## src/rtl/pipe_elastic_stage.sv

```systemverilog
// Elastic in-order pipeline register between two core stages: DEPTH-entry
// circular buffer with valid/ready handshakes, synchronous flush and a zeroed bubble when empty.
module pipe_elastic_stage #(
    parameter int WIDTH        = 32,
    parameter int DEPTH        = 2,
    parameter bit FLUSH_EXTEND = 1'b0
) (
    input  logic                       clk,
    input  logic                       rst,
    input  logic                       flush,
    input  logic                       in_valid,
    output logic                       in_ready,
    input  logic [WIDTH-1:0]           in_data,
    output logic                       out_valid,
    input  logic                       out_ready,
    output logic [WIDTH-1:0]           out_data,
    output logic [$clog2(DEPTH+1)-1:0] count,
    output logic                       full
);

    localparam int CNT_W = $clog2(DEPTH + 1);
    localparam int PTR_W = (DEPTH > 1) ? $clog2(DEPTH) : 1;
    localparam logic [CNT_W-1:0] DEPTH_C  = CNT_W'(DEPTH);
    localparam logic [PTR_W-1:0] PTR_LAST = PTR_W'(DEPTH - 1);

    logic [WIDTH-1:0] mem_r [DEPTH];
    logic [PTR_W-1:0] wr_ptr_r;
    logic [PTR_W-1:0] rd_ptr_r;
    logic [CNT_W-1:0] count_r;
    logic             flush_d_r;
    logic             eff_flush_s;
    logic             push_s;
    logic             pop_s;

    // DEPTH need not be a power of two, so wrap is an explicit compare.
    function automatic logic [PTR_W-1:0] ptr_next(input logic [PTR_W-1:0] ptr);
        return (ptr == PTR_LAST) ? {PTR_W{1'b0}} : ptr + 1'b1;
    endfunction

    // Handshake qualifiers; in_ready never looks at out_ready.
    always_comb begin
        eff_flush_s = flush | (FLUSH_EXTEND & flush_d_r);
        in_ready    = !eff_flush_s && (count_r < DEPTH_C);
        out_valid   = (count_r != {CNT_W{1'b0}});
        push_s      = in_valid && in_ready;
        pop_s       = out_valid && out_ready && !eff_flush_s;
        full        = (count_r == DEPTH_C);
        count       = count_r;
    end

    // Head payload, masked so stale entries never leak out as a bubble.
    always_comb begin
        if (out_valid) begin
            out_data = mem_r[rd_ptr_r];
        end else begin
            out_data = {WIDTH{1'b0}};
        end
    end

    // Pointer, occupancy and flush-history state; reset overrides flush.
    always_ff @(posedge clk) begin
        if (!rst) begin
            wr_ptr_r  <= {PTR_W{1'b0}};
            rd_ptr_r  <= {PTR_W{1'b0}};
            count_r   <= {CNT_W{1'b0}};
            flush_d_r <= 1'b0;
        end else begin
            flush_d_r <= flush;
            if (eff_flush_s) begin
                wr_ptr_r <= {PTR_W{1'b0}};
                rd_ptr_r <= {PTR_W{1'b0}};
                count_r  <= {CNT_W{1'b0}};
            end else begin
                if (push_s) begin
                    wr_ptr_r <= ptr_next(wr_ptr_r);
                end
                if (pop_s) begin
                    rd_ptr_r <= ptr_next(rd_ptr_r);
                end
                case ({push_s, pop_s})
                    2'b10:   count_r <= count_r + 1'b1;
                    2'b01:   count_r <= count_r - 1'b1;
                    default: count_r <= count_r;
                endcase
            end
        end
    end

    // Payload storage, written only on an accepted beat.
    always_ff @(posedge clk) begin
        if (push_s) begin
            mem_r[wr_ptr_r] <= in_data;
        end
    end

endmodule

```

## config.mk

```make
export PLATFORM = sky130hd
export DESIGN_NAME = pipe_elastic_stage
export DESIGN_NICKNAME = d
export VERILOG_FILES = /design/src/rtl/pipe_elastic_stage.sv
export SDC_FILE = /design/constraint.sdc
export NUM_CORES = 1
export LEC_CHECK = 0
export ABC_AREA = 1
export BUFFER_PORTS_ARGS = -buffer_cell sky130_fd_sc_hd__buf_4
export CAP_MARGIN = 20
export CORE_ASPECT_RATIO = 0.7
export CORE_MARGIN = 8
export CORE_UTILIZATION = 50
export DETAILED_ROUTE_END_ITERATION = 8
export PLACE_DENSITY = 0.73
export SYNTH_ARGS = -nofsm -noshare
export SYNTH_HDL_FRONTEND = slang
export SYNTH_SLANG_ARGS = --single-unit
```

## constraint.sdc

```tcl
create_clock -name clk -period 7.67 [get_ports clk]
set_input_delay 1.534 -clock clk [delete_from_list [all_inputs] [get_ports clk]]
set_output_delay 1.534 -clock clk [all_outputs]
set_load 0.02 [all_outputs]
```

==> impl_metrics.yaml <==
worst_setup_path:
  worstSetupStartpointType: "flip-flop"
  worstPathArrival_ns: 2.15
  cp_top_family: "buffers and inverters"
  cp.required_ns: 6.14
  critPathSlowestCell: "inv_1"
  path_buf_inv: 3
  crit_top_cell: "buf_4"
  endpoint_kind: "output pin"
  max_stage_delay_ns: 0.76
  worstSetupPathType: "reg -> out"
  crit_chain: "buf_4 -> inv_1 -> nand2_1 -> a21oi_1 -> buf_4"
  crit_fanout: 33
timing:
  final-hold-violation-count: 0
  clock.fmax_mhz: 272
  rsz0062_at_grt: "false"
  fin_setup_tns_ns: 0
  finalCritPeriodShare_pct: 48.0
  maxSlewViolCount: 0
  worst_pin_slew_ns: 0.975
  clock_skew_ns: 0.00341
  fin_crit_ns: 3.68
  setup_viol: 0
  timing.slew.headroom_pct: 34.9
  worst_slack_ns: 3.99
final_layout:
  area_growth_pct: 28.7
  drive_gt1_share_pct: 31.2
  antenna_cells: 0
  final_nets: 325
  layout.cells.non_filler: 364
  final_util_pct: 66.1
  nFillCells: 385
logic_synthesis:
  yosys_warnings: 0
  synth_seq_area_share_pct: 75.6
  synth_area_leaders: "edfxtp_1, nand2_1, a21oi_1"
  yosys.area.top_type: "edfxtp_1"
  synthCells: 212
  syn_area_sq_mm: 0.00267
  synth.distinct_cells: 16
  ys_seq_elements: 69
  avgSynthCellArea_sq_um: 12.6
  syn-num-nets: 250
  synth_top_area_share_pct: 71.9
power_and_ir_drop:
  power.internal_mw: 0.593
  power_density_mw_per_mm2: 217
  power.switching_mw: 0.153
  p_comb_share_pct: 7.3
  clkPwrFrac_pct: 35.6
  p_leak_nw: 1.36
  peakVddDrop_uv: 136
  p_seq_share_pct: 57.1
  switching_share_pct: 20.5
  p_total_mw: 0.746
floorplanning:
  start_util_pct: 51.4
  core-area_sq_mm: 0.00520
  fp.dieW_um: 103
  die_area_sq_mm: 0.00798
  rows: 22
  ios: 74
  die_h_um: 77.2
routing:
  wl_mm: 5.29
  via_per_inst: 4.79
  wl_per_cell_um: 14.5
  drcViolationCount: 0
  vias: 1744
  dr.first_iter.drc_count: 109
  ant_nets: 0
  dr.pass1.iters: 4
clock_network:
  cts_buffers: 9
  clock_path_buffers: 2
  postCtsSetupBuffers: 0
  cts_hold_buf: 0
  root_buffer: "clkbuf_8"
  cts.clk_slew.worst_paths_ns: 0.06
  clock_latency_ns: 0.33
  cts_tree: "built"
  htreeDepth: 3
  postCtsResizedCells: 0
  cts_sinks: 69
grt:
  gr-usage-all-layers_pct: 14.2
  grt_max_degree: 34
  met1_usage_pct: 16.7
  grt_pass1_wl_mm: 8.45
  antenna_found_initial: 0
  use_met3_pct: 8.12
  overflow: 0
  top_usage_layer: "met2"
  met2_usage_pct: 21.1
  grt_pass1_vias: 1811
placed_design:
  gp_congestion: 0.748
  dpl.hpwl_mm: 3.51
  portBuffers: 73
  place_inst: 348
  dpl_worst_slack_ns: 4.24
job:
  maxCapViolCount: 0
min_path:
  hold_path_class: "reg -> reg"
status:
  status: "finished clean"
==> synthesized netlist by cell type (all sizes together) <==
cell	count
inv	8
edfxtp	64
ha	1
a21oi	34
nand2	71
nor2	14
o21ai	1
nor3	1
nand4	1
xor2	1
dfxtp	5
buf	10
nand3	1
==> path summary, 6_finish.rpt <==
check	start	end	cells after the start	slack, ns
max	flip-flop	out_data[13]	5	3.99
min	rd_ptr_r$_SDFFE_PP0P_	flip-flop	2	0.51
max reg2reg	count[1]$_SDFFE_PP0P_	count[0]$_SDFFE_PP0P_	7	5.63
min reg2reg	rd_ptr_r$_SDFFE_PP0P_	flip-flop	2	0.51
==> state kept, by name, summed over array words and instances, names as in the netlist, named ones only <==
register,cells
mem_r,64
rd_ptr_r,1
count,2
wr_ptr_r,1
==> through the flow <==
stage | hold slack (ns) | instance area [sq um]
CTS | 0.507 | 3440
finish | 0.508 | 3440
global route | 0.543 | 3440
detailed placement | 0.493 | 3260
floorplan | 0.465 | 2670
global placement | 0.479 | 3260
==> per-layer routing <==
metal	up-vias	wire length [um]
li1	880	-
met2	60	2480
met5	-	0
met3	8	579
met4	0	51
met1	796	2180
==> final cells by class <==
type / count / area [sq um] / area share, %
inverter: 8 / 30.0 / 0.873
sequential: 69 / 2020 / 58.8
clock buffer: 10 / 128 / 3.71
clock inverter: 6 / 53.8 / 1.56
multi-input combinational: 125 / 562 / 16.3
timing repair buffer: 74 / 556 / 16.1
tap: 72 / 90.1 / 2.62
==> logic make-up (layout without fill, tap and decap cells) <==
group	after synthesis	in the layout	share of synthesized area, %
xor gates and xnor gates	1	1	0.328
buffers and inverters	18	98	3.93
adders and majority gates	1	1	0.468
and+or+nand+nor	88	88	13.1
DFF	69	69	75.6
AOI/OAI and AO/OA	35	35	6.55
==> worst reg2reg max path, delay by kind of cell, from the launching register on <==
family	cells	cell delay [ns]
adders and majority gates	1	0.29
and+or+nand+nor	4	0.97
DFF	1	0.40
xor gates and xnor gates	1	0.18
buffers and inverters	1	0.12
==> cell usage in the layout (no fill, tap or decap), drive strengths merged <==
master,netlist,layout
inv,8,8
nor3,1,1
xor2,1,1
bufinv,0,1
buf,10,74
ha,1,1
nor2,14,14
a21oi,34,34
clkbuf,0,10
o21ai,1,1
clkinv,0,4
clkinvlp,0,1
nand3,1,1
edfxtp,64,64
nand2,71,71
nand4,1,1
dfxtp,5,5
==> power groups by stage <==
stage / combinational (mW) / sequential, mW / clock (mW)
after floorplan: 0.0247 / 0.434 / 0
after global placement: 0.0543 / 0.433 / 0
after detailed placement: 0.0555 / 0.434 / 0
after CTS: 0.0557 / 0.425 / 0.274
after global routing: 0.0603 / 0.426 / 0.292
final: 0.0547 / 0.426 / 0.266
(Power assumes the default switching activity.)
